## src/rtl/regfile_write_arbiter.sv

```systemverilog
// Register-file write-port arbiter with a per-register pending-write scoreboard.
// Two writeback requesters (A = ALU, B = memory load) share one write port;
// the accepted request is registered and presented to the register file one
// cycle later. The scoreboard tracks destinations claimed at issue and flags
// read-after-write hazards on the two read addresses.
module regfile_write_arbiter #(
  parameter int ROUND_ROBIN = 1,
  parameter int DATA_W      = 32
) (
  input  logic              clk,
  input  logic              reset,
  input  logic              a_valid,
  output logic              a_ready,
  input  logic [4:0]        a_register,
  input  logic [DATA_W-1:0] a_data,
  input  logic              b_valid,
  output logic              b_ready,
  input  logic [4:0]        b_register,
  input  logic [DATA_W-1:0] b_data,
  input  logic              reserve_valid,
  input  logic [4:0]        reserve_register,
  input  logic [4:0]        read_register_1,
  input  logic [4:0]        read_register_2,
  output logic              hazard_1,
  output logic              hazard_2,
  output logic [31:0]       busy,
  output logic              RegWrite,
  output logic [4:0]        write_register,
  output logic [DATA_W-1:0] write_data
);

  localparam logic GRANT_A = 1'b0;
  localparam logic GRANT_B = 1'b1;

  logic              last_grant_q, last_grant_d;
  logic [31:0]       busy_q, busy_d;
  logic              reg_write_q, reg_write_d;
  logic [4:0]        wreg_q, wreg_d;
  logic [DATA_W-1:0] wdata_q, wdata_d;

  logic              grant_a, grant_b;
  logic [4:0]        sel_register;
  logic [DATA_W-1:0] sel_data;

  // Arbitration: single grant per cycle; under contention either alternate
  // away from the previous winner or let A win outright. Nothing is accepted
  // while reset is held, so requests presented then are simply dropped.
  always_comb begin
    grant_a = 1'b0;
    grant_b = 1'b0;
    if (!reset) begin
      if (a_valid && b_valid) begin
        if ((ROUND_ROBIN != 0) && (last_grant_q == GRANT_A)) begin
          grant_b = 1'b1;
        end else begin
          grant_a = 1'b1;
        end
      end else if (a_valid) begin
        grant_a = 1'b1;
      end else if (b_valid) begin
        grant_b = 1'b1;
      end
    end
  end

  assign a_ready = grant_a;
  assign b_ready = grant_b;

  assign sel_register = grant_b ? b_register : a_register;
  assign sel_data     = grant_b ? b_data     : a_data;

  // Next state: load the write stage on a real accept, retire the scoreboard
  // bit of the written register, then apply a reservation so that a same-edge
  // claim by a newer producer keeps the register busy. Register 0 never
  // writes and is never busy.
  always_comb begin
    last_grant_d = last_grant_q;
    busy_d       = busy_q;
    reg_write_d  = 1'b0;
    wreg_d       = wreg_q;
    wdata_d      = wdata_q;
    if (grant_a) last_grant_d = GRANT_A;
    if (grant_b) last_grant_d = GRANT_B;
    if ((grant_a || grant_b) && (sel_register != 5'd0)) begin
      reg_write_d          = 1'b1;
      wreg_d               = sel_register;
      wdata_d              = sel_data;
      busy_d[sel_register] = 1'b0;
    end
    if (reserve_valid && (reserve_register != 5'd0)) begin
      busy_d[reserve_register] = 1'b1;
    end
    busy_d[0] = 1'b0;
  end

  // State registers; reset clears the write stage, the scoreboard, and makes
  // A the winner of the first contention.
  always_ff @(posedge clk) begin
    if (reset) begin
      last_grant_q <= GRANT_B;
      busy_q       <= '0;
      reg_write_q  <= 1'b0;
      wreg_q       <= '0;
      wdata_q      <= '0;
    end else begin
      last_grant_q <= last_grant_d;
      busy_q       <= busy_d;
      reg_write_q  <= reg_write_d;
      wreg_q       <= wreg_d;
      wdata_q      <= wdata_d;
    end
  end

  assign busy           = busy_q;
  assign hazard_1       = busy_q[read_register_1];
  assign hazard_2       = busy_q[read_register_2];
  assign RegWrite       = reg_write_q;
  assign write_register = wreg_q;
  assign write_data     = wdata_q;

endmodule

```

## config.mk

```make
export PLATFORM = sky130hd
export DESIGN_NAME = regfile_write_arbiter
export DESIGN_NICKNAME = d
export VERILOG_FILES = /design/src/rtl/regfile_write_arbiter.sv
export SDC_FILE = /design/constraint.sdc
export NUM_CORES = 1
export LEC_CHECK = 0
export ABC_CLOCK_PERIOD_IN_PS = 2050
export CAP_MARGIN = 15
export CORE_MARGIN = 1.5
export CORE_UTILIZATION = 39
export DETAILED_ROUTE_END_ITERATION = 12
export GPL_TIMING_DRIVEN = 1
export PLACE_DENSITY_LB_ADDON = 0.2
export SETUP_SLACK_MARGIN = 0.5
export SLEW_MARGIN = 20
export SYNTH_ARGS = -nofsm -noshare
export SYNTH_HDL_FRONTEND = slang
export SYNTH_SLANG_ARGS = --single-unit
```

## constraint.sdc

```tcl
create_clock -name clk -period 2.05 [get_ports clk]
set_input_delay 0.41 -clock clk [delete_from_list [all_inputs] [get_ports clk]]
set_output_delay 0.41 -clock clk [all_outputs]
set_load 0.05 [all_outputs]
```

* Word level (Yosys, flattened, before mapping) *
Index checks and enable logic that the tools add are counted.

storage, ports and cells
  register bits after elaboration = 71
  input bits = 94
  output and inout bits = 74
  logic and storage cells = 46

cells by class
  magnitude comparators = 6
  mux-type cells = 22
  bitwise logic cells = 3
  reduce and logical (&&, ||, !) cells = 9

operators by type and width
  operator                                             count
  two-way mux 32 bit                                   3
  bitwise AND 32 bit                                   1
  inverter 32 bit                                      1
  OR 32 bit                                            1
  < comparator 5 x 6 -> 1 bit, second input constant   4
  two-way mux 1 bit                                    14
  binary-select mux 1 bit (select 5 bit)               2
  demux 1 bit (select 5 bit)                           2
  >= comparator 5 x 1 -> 1 bit, second input constant  2
  nonzero test 5 bit                                   2
  logical AND 1 bit                                    5
  two-way mux 5 bit                                    1
  OR reduction 2 bit                                   1
  logical OR 1 bit                                     1

* Depth between registers and ports, before layout *
Gate-level depths: netlist (run 1).

  word-level depth = 14
  mapped depth = 8
  gate-level depth less buffers = 5

* Least setup slack after synthesis (run 1) *
OpenSTA, ideal clock, no wires.

  path type = in2out
  start point = in read_register_2[1]
  end point = out hazard_2
  arrival = 1.819 ns
  required time = 1.640 ns
  slack = -0.179 ns
  stages = 4
  cell sequence = buf_6 -> mux4_1 -> a32o_1 -> a221o_1

on the way
  word-level cells in the longest chain between the ends = 2

ends and longest elaborated chain
  what                                     RTL line  RTL
  from (decl)                              23        input logic [4:0] read_register_2,
  binary-select mux 1 bit (select 5 bit)   116       assign hazard_2 = busy_q[read_register_2];
  two-way mux 1 bit (not written as such)  116
  to (decl)                                25        output logic hazard_2,

Every way passes these cells. The select of a mux whose other input is x is not followed.

* Final worst setup path (run 1) *
  start point = reg busy_q[7], in the netlist busy[7]
  end point = out hazard_1

on the way
  word-level cells in the longest chain between the ends = 2

ends and longest elaborated chain
  what                                     RTL line  RTL
  from (decl)                              36        logic [31:0] busy_q, busy_d;
  from (signal assigned)                   107       busy_q <= busy_d;
  binary-select mux 1 bit (select 5 bit)   115       assign hazard_1 = busy_q[read_register_1];
  two-way mux 1 bit (not written as such)  115
  to (decl)                                24        output logic hazard_1,

Every way passes these cells. The select of a mux whose other input is x is not followed.

==> impl_metrics.json, run 1 <==
{
  "placementRows": 37,
  "antenna_cells": 0,
  "grt_pass1_wl_um": 22400,
  "yosysTopAreaCell": "dfxtp_1",
  "dr.pass1.iters": 5,
  "async_flop_share": 0,
  "fin_crit_sh": 1.15,
  "final_area_sq_um": 7110,
  "crit_buf_inv": 1,
  "htree_levels": 3,
  "tightest_slew_ns": 0.772,
  "path_cells": "mux4_2, nor2b_1, a2111o_1, nand3_1, a221o_2, buf_8",
  "dieArea_sq_um": 11300,
  "grt_pass1_vias": 4389,
  "core-area_sq_um": 10300,
  "min_period_ns": 2.36,
  "io_buffers": 166,
  "maxCapViolCount": 0,
  "outcome": "complete, but fails checks",
  "vias_per_cell": 5.44,
  "final_core_util": 0.689,
  "yosysUniqueCellTypes": 53,
  "ios": 168,
  "worst_slack_ns": -0.311,
  "synth_top_area_share": 0.337,
  "slowest_stage": "mux4_2",
  "areaGrowthSynthToFinish_pct": 71.1,
  "detail-route-antenna-nets": 0,
  "violations": "setup timing",
  "rr_endpoint": "busy[7]",
  "finClkSkew_ns": 0.0110,
  "r2r_cells": 7,
  "cts_made_buffers": 9,
  "avgSynthCellArea_sq_um": 9.71,
  "finalSetupViolCount": 2,
  "synth_most_common_cell": "nand2_1",
  "p_total_mw": 3.91,
  "die_h_um": 106,
  "synth_top_family_by_area": "multiplexers",
  "initial_core_util": 0.403,
  "cts_max_path_buffers": 2,
  "worstReg2RegStart": "last_grant_q",
  "clk_latency_ns": 0.36,
  "clock_tree.root_cell": "clkbuf_8",
  "die_w_um": 106,
  "synthTopCellsByArea": "dfxtp_1 (34%), mux2i_1 (17%), mux4_2 (7.0%)",
  "critPathTopFamily": "multiplexers",
  "synth_fp_nets": 522,
  "drt_iter0_markers": 214,
  "synth_warnings": 0,
  "required_ns": 1.64,
  "finalNonFillerCells": 809,
  "ir_drop_v": 0.000395,
  "track_usage": 0.255,
  "cts_tree": "yes",
  "fin_setup_tns_ns": -0.601,
  "cp-endpoint": "hazard_1",
  "grt_max_degree": 33,
  "fmax_mhz": 424,
  "hold_buffers": 0,
  "via_count": 4405,
  "grt_overflow_total": 0,
  "min_from": "reset",
  "synth.mux.area_fraction": 0.269,
  "synth-edff-count": 0,
  "synth-seq-cells": 70,
  "gp_congestion": 0.900,
  "place_area_sq_um": 6490,
  "slowest_delay_ns": 0.50,
  "synthAdderAreaFrac": 0,
  "crit_path_end_kind": "output pin",
  "critPathLaunch": "busy[7]",
  "synth-compound-area-share": 0.148,
  "synthCells": 428,
  "slew_violations": 0,
  "drc": 0,
  "cts_num_sinks": 70,
  "hold_path.class": "in2reg",
  "crit_arrival_ns": 1.95,
  "clk_pin_slew_worst_paths_ns": 0.08,
  "p_leak_nw": 2.85,
  "cellPowerDensity_nw_per_um2": 549,
  "pre_cts_ws_ns": -0.759,
  "synth-xor-area-share": 0,
  "hold_viol_final": 0,
  "whs_ns": 0.414,
  "yosys-top-cells-count": "nand2_1 (76), mux2i_1 (71), dfxtp_1 (70)",
  "drt-total-wl_um": 15000,
  "antenna_found_initial": 0,
  "drive_gt1_frac": 0.406,
  "synth-main-ff-cell": "dfxtp_1",
  "r2r_setup_slack_ns": 0.39,
  "crit_fanout": 3,
  "synth_area_sq_um": 4160,
  "dp_hpwl_um": 10700,
  "wl_per_cell_um": 18.6,
  "yosys.area_share.simple": 0.182,
  "ys_seq_area_frac": 0.337,
  "dp_cells": 770,
  "rsz0062_at_grt": "true",
  "nNetsFinal": 762,
  "cp.depth": 6,
  "worstSetupPathType": "reg2out",
  "critPathLaunchType": "flop",
  "slew_headroom": 0.484
}
## worst min-delay path by stage
stage                                    to  cells past startpoint  slack (ns)
after floorplan                last_grant_q                      2        0.47
after global placement        write_data[2]                      2        0.44
after detailed placement     write_data[12]                      2        0.45
after CTS                      last_grant_q                      3        0.39
after global routing      write_register[4]                      3        0.43
final                     write_register[3]                      3        0.41
## power breakdown
group          leakage [nW]  switching [mW]  internal [mW]  total (mW)
clock                0.0930           0.569          0.478        1.05
sequential            0.578          0.0513           1.45        1.50
combinational          2.18           0.739          0.623        1.36
## metal layers
layer  part of all wire  global-route usage  vias to the layer above
li1                   -                   -                     2071
met1               0.39               0.311                     2113
met3              0.062              0.0429                       35
met4              0.025               0.101                        0
met2               0.52               0.447                      186
met5                  0                   0                        -
## flip-flops by register name (all words and copies together), names as in the netlist
signal / cells
RegWrite: 1
last_grant_q: 1
write_data: 32
write_register: 5
busy: 31
## layout by cell type, fill, tap and decap left out, types with 10 or more instances in the layout
cell / Yosys / final
clkdlybuf4s50_1: 0 / 74
o21ai_1: 0 / 12
clkdlybuf4s15_2: 0 / 39
buf_6: 6 / 12
nor2_1: 21 / 14
a32o_1: 20 / 20
dfxtp_1: 70 / 64
buf_2: 7 / 26
dlygate4sd2_1: 0 / 11
nand2_1: 76 / 69
buf_12: 1 / 16
buf_4: 1 / 67
mux2i_1: 71 / 65
clkbuf_8: 0 / 10
mux4_2: 13 / 14
## tightest hold or removal path: stages
cell and delay [ns]:
buf_2 0.11, buf_6 0.16, a21oi_2 0.04
## cell families after synthesis
kind of cell | after synthesis
other | 1
flip-flops | 70
buffers and inverters | 37
AO/OA/AOI/OAI | 79
multiplexers | 93
AND/OR/NAND/NOR | 148
## cell type report
class                           instances  area [sq um]
Clock buffer                           10           138
Fill cell                             799          3210
Sequential cell                        70          1410
Multi-Input combinational cell        321          2770
Timing Repair Buffer                  260          2560
Inverter                                6          22.5
Tap cell                              136           170
Clock inverter                          6          43.8
## what timing repair did
action,in CTS,in global routing
resized for setup,334,51
setup endpoints to repair,140,78
pin swaps,45,21
setup buffers,14,6
cloned,3,0
Power figures use the tool's default switching activity.
==> run 2: changes to the inputs <==
- ABC_CLOCK_PERIOD_IN_PS: 2050 -> 2300
- clock period: 2.05 -> 2.3 ns (I/O delays scaled with it)
==> impl_metrics.json, run 2 (synthesis gave the netlist of run 1 again) <==
{
  "outcome": "complete, but fails checks",
  "required_ns": 1.84,
  "grt_overflow_total": 0,
  "core-area_sq_um": 10300,
  "maxCapViolCount": 0,
  "hold_buffers": 0,
  "met3_usage": 0.0399,
  "drive_gt1_frac": 0.246,
  "ios": 168,
  "p_leak_nw": 2.75,
  "dp_hpwl_um": 10200,
  "wl_per_cell_um": 17.2,
  "clk_pin_slew_worst_paths_ns": 0.09,
  "tightest_slew_ns": 0.563,
  "antenna_found_initial": 0,
  "critPathLaunchType": "flop",
  "violations": "setup timing",
  "crit_path_end_kind": "output pin",
  "hold_viol_final": 0,
  "htree_levels": 3,
  "drt-total-wl_um": 13400,
  "crit_arrival_ns": 1.96,
  "largest_register_ffs": 32,
  "fmax_mhz": 413,
  "detail-route-antenna-nets": 0,
  "nNetsFinal": 732,
  "fin_crit_sh": 1.05,
  "nFillCells": 877,
  "fin_setup_tns_ns": -0.231,
  "cts_num_sinks": 70,
  "worst_slack_ns": -0.122,
  "vias_per_cell": 5.38,
  "drc": 0,
  "die_w_um": 106,
  "crit_fanout": 4,
  "cellPowerDensity_nw_per_um2": 512,
  "place_area_sq_um": 6210,
  "cts_max_path_buffers": 2,
  "hold_path.class": "reg2reg",
  "cts_tree": "yes",
  "rsz0062_at_grt": "true",
  "io_buffers": 166,
  "met1_usage": 0.291,
  "initial_core_util": 0.403,
  "grt_pass1_wl_um": 20800,
  "gp_congestion": 0.911,
  "mostFrequentLayoutCells": "clkdlybuf4s50_1 (79), nand2_1 (75), mux2i_1 (69)",
  "areaGrowthSynthToFinish_pct": 56.9,
  "die_h_um": 106,
  "dieArea_sq_um": 11300,
  "final_area_sq_um": 6520,
  "cts_made_buffers": 9,
  "slew_violations": 0,
  "antenna_cells": 0,
  "pre_cts_ws_ns": -0.612,
  "worstSetupPathType": "reg2out",
  "finClkSkew_ns": 0.0109,
  "p_total_mw": 3.34,
  "min_period_ns": 2.42,
  "slew_headroom": 0.626,
  "track_usage": 0.234,
  "ir_drop_v": 0.000389,
  "placementRows": 37,
  "grt.busiest_layer": "met2",
  "clock_tree.root_cell": "clkbuf_8",
  "final_core_util": 0.632,
  "grt_max_degree": 44,
  "drt_iter0_markers": 209,
  "via_count": 4193,
  "grt_util_met2": 0.400,
  "grt_pass1_vias": 4137,
  "clk_latency_ns": 0.35,
  "finalSetupViolCount": 2,
  "final_common_cell": "clkdlybuf4s50_1",
  "dr.pass1.iters": 7
}
run 2: report_power, final:
part	internal [mW]	switching, mW	total [mW]
Combinational	0.447	0.602	1.05
Sequential	1.29	0.0410	1.33
Clock	0.414	0.548	0.962
run 2: cell type report:
| cell class | count | area, sq um | area share |
|---|---|---|---|
| Tap cell | 136 | 170 | 0.0261 |
| Clock buffer | 9 | 124 | 0.0190 |
| Timing Repair Buffer | 230 | 2170 | 0.332 |
| Sequential cell | 70 | 1420 | 0.217 |
| Inverter | 6 | 22.5 | 0.00345 |
| Multi-Input combinational cell | 321 | 2560 | 0.392 |
| Clock inverter | 7 | 62.6 | 0.00960 |
run 2: routing by layer:
layer,up-vias,share of wire
met5,-,0
met4,0,0.020
met3,23,0.059
met2,168,0.51
met1,1992,0.41
li1,2010,-
run 2: repair_timing:
item	4_1_cts	5_1_grt
endpoints found under the setup margin	140	82
resized for setup	117	43
buffers inserted	7	4
pin swaps	3	3
gates cloned	0	1
run 2: worst paths after layout:
path / startpoint / endpoint / slack [ns] / depth (start not counted)
max: busy[30] / hazard_2 / -0.12 / 4
min: write_data[8] / write_data[8] / 0.46 / 2
max reg2reg: last_grant_q / busy[3] / 0.58 / 8
min reg2reg: write_data[8] / write_data[8] / 0.46 / 2
run 2: stage by stage:
stage          hold slack [ns]  std cells
3_3_place_gp             0.442        751
2_1_floorplan            0.474        428
3_5_place_dp             0.448        751
5_1_grt                  0.474        779
4_1_cts                  0.460        774
6_report                 0.456        779
run 2: worst max-delay path, stage by stage (launching register included):
cell     delay (ns)
dfxtp_2        0.35
mux4_2         0.47
a32o_1         0.23
a221o_2        0.40
buf_8          0.16
==> RTL edit 1 (settings of run 1) <==
`DATA_W`: 32 -> 28.
--- a/src/rtl/regfile_write_arbiter.sv
+++ b/src/rtl/regfile_write_arbiter.sv
@@ -6,5 +6,5 @@
 module regfile_write_arbiter #(
   parameter int ROUND_ROBIN = 1,
-  parameter int DATA_W      = 32
+  parameter int DATA_W      = 28
 ) (
   input  logic              clk,
Ports: changed (resized a_data, b_data and write_data); port bits go from 168 to 156. The function was not compared with the original's and may differ.
==> RTL edit 1 against run 1 <==
  * The run still ends with negative setup slack left
  * Power rose by 7.9%
  * Combinational power rose by 18%
  * Routed wire length rose by 9.0%
  * Sequential cell count fell by 4
  * Final area rose by 6.5%
  * Setup slack got worse by 0.11 ns
  * Synthesized cell count rose by 6.3%
  * Non-clock buffer count rose by 31
  * Area after synthesis fell by 0.90%
  * Critical endpoint is now hazard_2
  * Largest cell class unchanged
==> RTL edit 1: results <==
metrics = {
    "outcome": {
        "run_status": "finished, violations left",
        "violations": "negative setup slack",
    },
    "place": {
        "port_buffers": 154,
        "dpl.hpwl_um": 11370,
        "pre_cts_ws_ns": -0.8555,
    },
    "timing": {
        "clock_skew_ns": 0.01223,
        "setup_ws_ns": -0.4181,
        "setup_violations": 2,
    },
    "finish": {
        "nNetsFinal": 811,
        "largest_reg_flops": 31,
        "nFillCells": 722,
    },
    "synth": {
        "synthesis.nets": 541,
        "synth_common_cells": "dfxtp_1, mux2i_1, nand2_1",
        "synth.area.top_cells": "dfxtp_1, mux2i_1, mux4_1",
        "synth-seq-area-share_pct": 32.08,
    },
    "routing": {
        "first_pass_iters": 6,
        "drt_iter0_drc": 334,
        "routed-wl-met3_um": 1450,
        "wl_met1_um": 5972,
        "num_vias": 4901,
    },
    "global_routing": {
        "use_met3_pct": 7.174,
        "antenna_found_initial": 1,
        "grt_first_pass_wirelength_um": 24970,
        "grtUsageMet1_pct": 32.00,
        "grtUsageTotal_pct": 28.56,
        "grt_start_max_net_pins": 31,
    },
    "power": {
        "peakVddDrop_mv": 0.3626,
        "power.static_leakage_nw": 3.227,
    },
    "critical_path": {
        "cp_top_family": "simple AND/OR/NAND/NOR gates",
        "cp_slowest_cell": "or4_4",
        "crit_arrival_ns": 2.06,
    },
}
RTL edit 1: repair_timing:
action                                  in CTS  in global routing
pin swaps                                   53                 26
buffers inserted                            32                  3
endpoints found under the setup margin     111                 71
resized for setup                          312                 42
gates cloned                                 3                  0
RTL edit 1: logic make-up after synthesis:
| family | count (synthesis) | share of synthesized area [%] |
|---|---|---|
| DFF | 66 | 32.08 |
| and+or+nand+nor | 173 | 22.14 |
| muxes | 75 | 23.63 |
| other | 1 | 0.09104 |
| AOI/OAI and AO/OA | 99 | 15.55 |
| buffers and inverters | 41 | 6.501 |
RTL edit 1: cell type report:
class                      instances  area share (%)
antenna                            1         0.03306
clock buffer                      10           1.818
clock inverter                     6          0.8760
inverter                           9          0.4959
multi-input combinational        348           39.27
sequential                        66           17.80
tap                              136           2.248
timing repair buffer             291           37.45
RTL edit 1: power by group:
part / internal (mW) / total, mW / switching [mW]
logic: 0.731 / 1.60 / 0.871
clock network: 0.594 / 1.15 / 0.552
registers: 1.39 / 1.47 / 0.0777
total: 2.71 / 4.22 / 1.50
RTL edit 1: path summary, 6_finish.rpt:
check            startpoint              to  slack (ns)  cells past startpoint
max                busy[23]        hazard_2       -0.42                      4
min          write_data[15]  write_data[15]        0.46                      2
max reg2reg    last_grant_q  write_data[25]        0.26                      9
min reg2reg  write_data[15]  write_data[15]        0.46                      2
RTL edit 1: stage by stage:
step / cell area (um^2) / cells / TNS, ns / hold WS (ns)
3_3_place_gp: 6406 / 812 / -10.73 / 0.4439
2_1_floorplan: 4227 / 455 / -0.3007 / 0.4967
5_1_grt: 7570 / 867 / -0.8988 / 0.4817
4_1_cts: 7348 / 863 / -0.8093 / 0.4626
3_5_place_dp: 6406 / 812 / -13.51 / 0.4508
6_report: 7570 / 867 / -0.8201 / 0.4564
==> RTL edit 2 (settings of run 1) <==
Made on the original files. Reset style: asynchronous (`reset`), changed in one clocked block.
--- a/src/rtl/regfile_write_arbiter.sv
+++ b/src/rtl/regfile_write_arbiter.sv
@@ -96,5 +96,5 @@
   // State registers; reset clears the write stage, the scoreboard, and makes
   // A the winner of the first contention.
-  always_ff @(posedge clk) begin
+  always_ff @(posedge clk or posedge reset) begin
     if (reset) begin
       last_grant_q <= GRANT_B;
Formal check against the unedited RTL: differs if reset is asserted again (counterexample within 4 cycles, from zero or initial values and one cycle with reset high); with reset held inactive, the same outputs for 4 cycles.
==> RTL edit 2 against run 1 <==
  * The run still ends with negative setup slack left
  * Setup slack got worse by 0.10 ns
  * First-iteration DRC count fell by 4.7%
  * Area after synthesis fell by 2.4%
  * Critical endpoint unchanged
  * Sequential cell count did not move
  * Routed wire length rose by 3.7%
  * Final area rose by 12%
  * Count of clock-buffer cells in the layout rose by 2
Power is not compared: it rests on default switching activity, and its combinational part moved more than twofold at a synthesized area within 25%.
==> RTL edit 2: results <==
metrics = {
    "synth": {
        "synth.area.top_cells": "dfrtp_1, mux2_2, mux2_1",
        "synth_common_cells": "dfrtp_1, mux2_2, o21ai_0",
        "synthFlopType": "dfrtp_1",
        "ys_types": 41,
        "synthesis.nets": 456,
        "avgSynthCellArea_um2": 11.20,
        "yosys_warnings": 0,
        "async_flop_share_pct": 100.0,
        "synth-seq-area-share_pct": 43.23,
    },
    "routing": {
        "vias_per_cell": 5.601,
        "wl_per_cell_um": 20.13,
        "num_vias": 4335,
        "first_pass_iters": 5,
        "drt_iter0_drc": 204,
    },
    "critical_path": {
        "path_max_fanout": 4,
        "crit_arrival_ns": 2.05,
    },
    "clock_tree": {
        "cts_max_level": 3,
        "clockBufferDepth": 2,
        "numCtsBuffers": 9,
        "clockRootBuffer": "clkbuf_8",
    },
    "timing": {
        "slew_headroom_pct": 62.88,
        "setup_violations": 2,
        "clock_skew_ns": 0.006470,
        "setup_ws_ns": -0.4118,
        "setup_tns_ns": -0.7845,
    },
    "min_path": {
        "min_path_type": "in -> async",
    },
    "power": {
        "peakVddDrop_mv": 0.5917,
        "power.static_leakage_nw": 3.336,
    },
    "outcome": {
        "violations": "negative setup slack",
        "run_status": "finished, violations left",
    },
    "finish": {
        "largest_reg_flops": 32,
        "nNetsFinal": 727,
        "nFillCells": 630,
        "layout-drive-gt1-share_pct": 54.39,
    },
    "place": {
        "gp_congestion": 0.8299,
        "dpl_cell_area_um2": 6336,
        "place_inst": 707,
        "dpl.hpwl_um": 9737,
        "pre_cts_ws_ns": -0.6561,
    },
    "global_routing": {
        "first_global_vias": 4504,
        "grtUsageTotal_pct": 26.83,
        "grt_first_pass_wirelength_um": 23160,
        "grt_start_max_net_pins": 36,
    },
}
## RTL edit 2: changes by cell type in the layout (fill, tap and decap cells not counted), sizes merged, moves of 20 or more
cell | before | now
dfrtp | 0 | 69
nand2 | 76 | 8
mux2 | 8 | 68
a32o | 20 | 0
mux2i | 71 | 25
dfxtp | 70 | 0
o31ai | 0 | 33
## RTL edit 2: cell type report
| class | count | area, um^2 | area share, % |
|---|---|---|---|
| flip-flops and latches | 70 | 1759 | 22.19 |
| repair buffers | 278 | 2858 | 36.04 |
| inverters | 6 | 26.28 | 0.3314 |
| clock inverters | 4 | 70.07 | 0.8837 |
| multi-input cells | 268 | 2900 | 36.58 |
| well taps | 136 | 170.2 | 2.146 |
| clock buffers | 12 | 145.1 | 1.831 |
## RTL edit 2: final timing paths
check / startpoint / depth (start not counted) / slack (ns) / endpoint
setup / recovery: busy[7] / 5 / -0.41 / hazard_1
hold / removal: reset / 4 / 0.38 / write_data[14]
setup reg to reg: last_grant_q / 9 / 0.02 / busy[27]
hold reg to reg: write_data[11] / 1 / 0.52 / write_data[11]
max in group asynchronous: reset / 4 / 1.17 / busy[18]
min in group clk: write_data[11] / 1 / 0.52 / write_data[11]
## RTL edit 2: cells by family (layout without fill, tap and decap cells)
group,count (synthesis),after routing,share of synthesized area [%]
AND/OR/NAND/NOR,69,69,9.781
other,1,1,0.09248
AO/OA/AOI/OAI,99,99,15.40
buffers and inverters,25,300,3.085
flip-flops,70,70,43.23
multiplexers,98,99,28.42
## RTL edit 2: worst max-delay path, stage by stage (launching register included)
cell     delay (ns)
dfrtp_1        0.43
mux4_2         0.47
mux2i_1        0.19
nor3_1         0.07
or3_4          0.39
buf_8          0.16
## RTL edit 2: per-layer routing
| metal | vias to the layer above | wire length [um] | GRT usage [%] | part of all wire (%) |
|---|---|---|---|---|
| li1 | 1923 | - | - | - |
| met1 | 2137 | 5757 | 31.26 | 37 |
| met2 | 223 | 8069 | 46.22 | 52 |
| met3 | 52 | 1175 | 7.735 | 7.5 |
| met4 | 0 | 578 | 10.76 | 3.7 |
| met5 | - | 0 | 0 | 0 |
## RTL edit 2: power by group
group / leakage (nW) / switching (mW) / internal (mW) / total, mW
combinational: 2.40 / 1.97 / 1.52 / 3.49
clock: 0.110 / 0.509 / 0.715 / 1.22
sequential: 0.825 / 0.335 / 1.68 / 2.02
## RTL edit 2: repair_timing
item / CTS / global route
buffers inserted: 29 / 15
endpoints found under the setup margin: 135 / 90
endpoints found under the hold margin: 0 / 0
resized for setup: 412 / 77
pin swaps: 27 / 23
gates cloned: 7 / 0
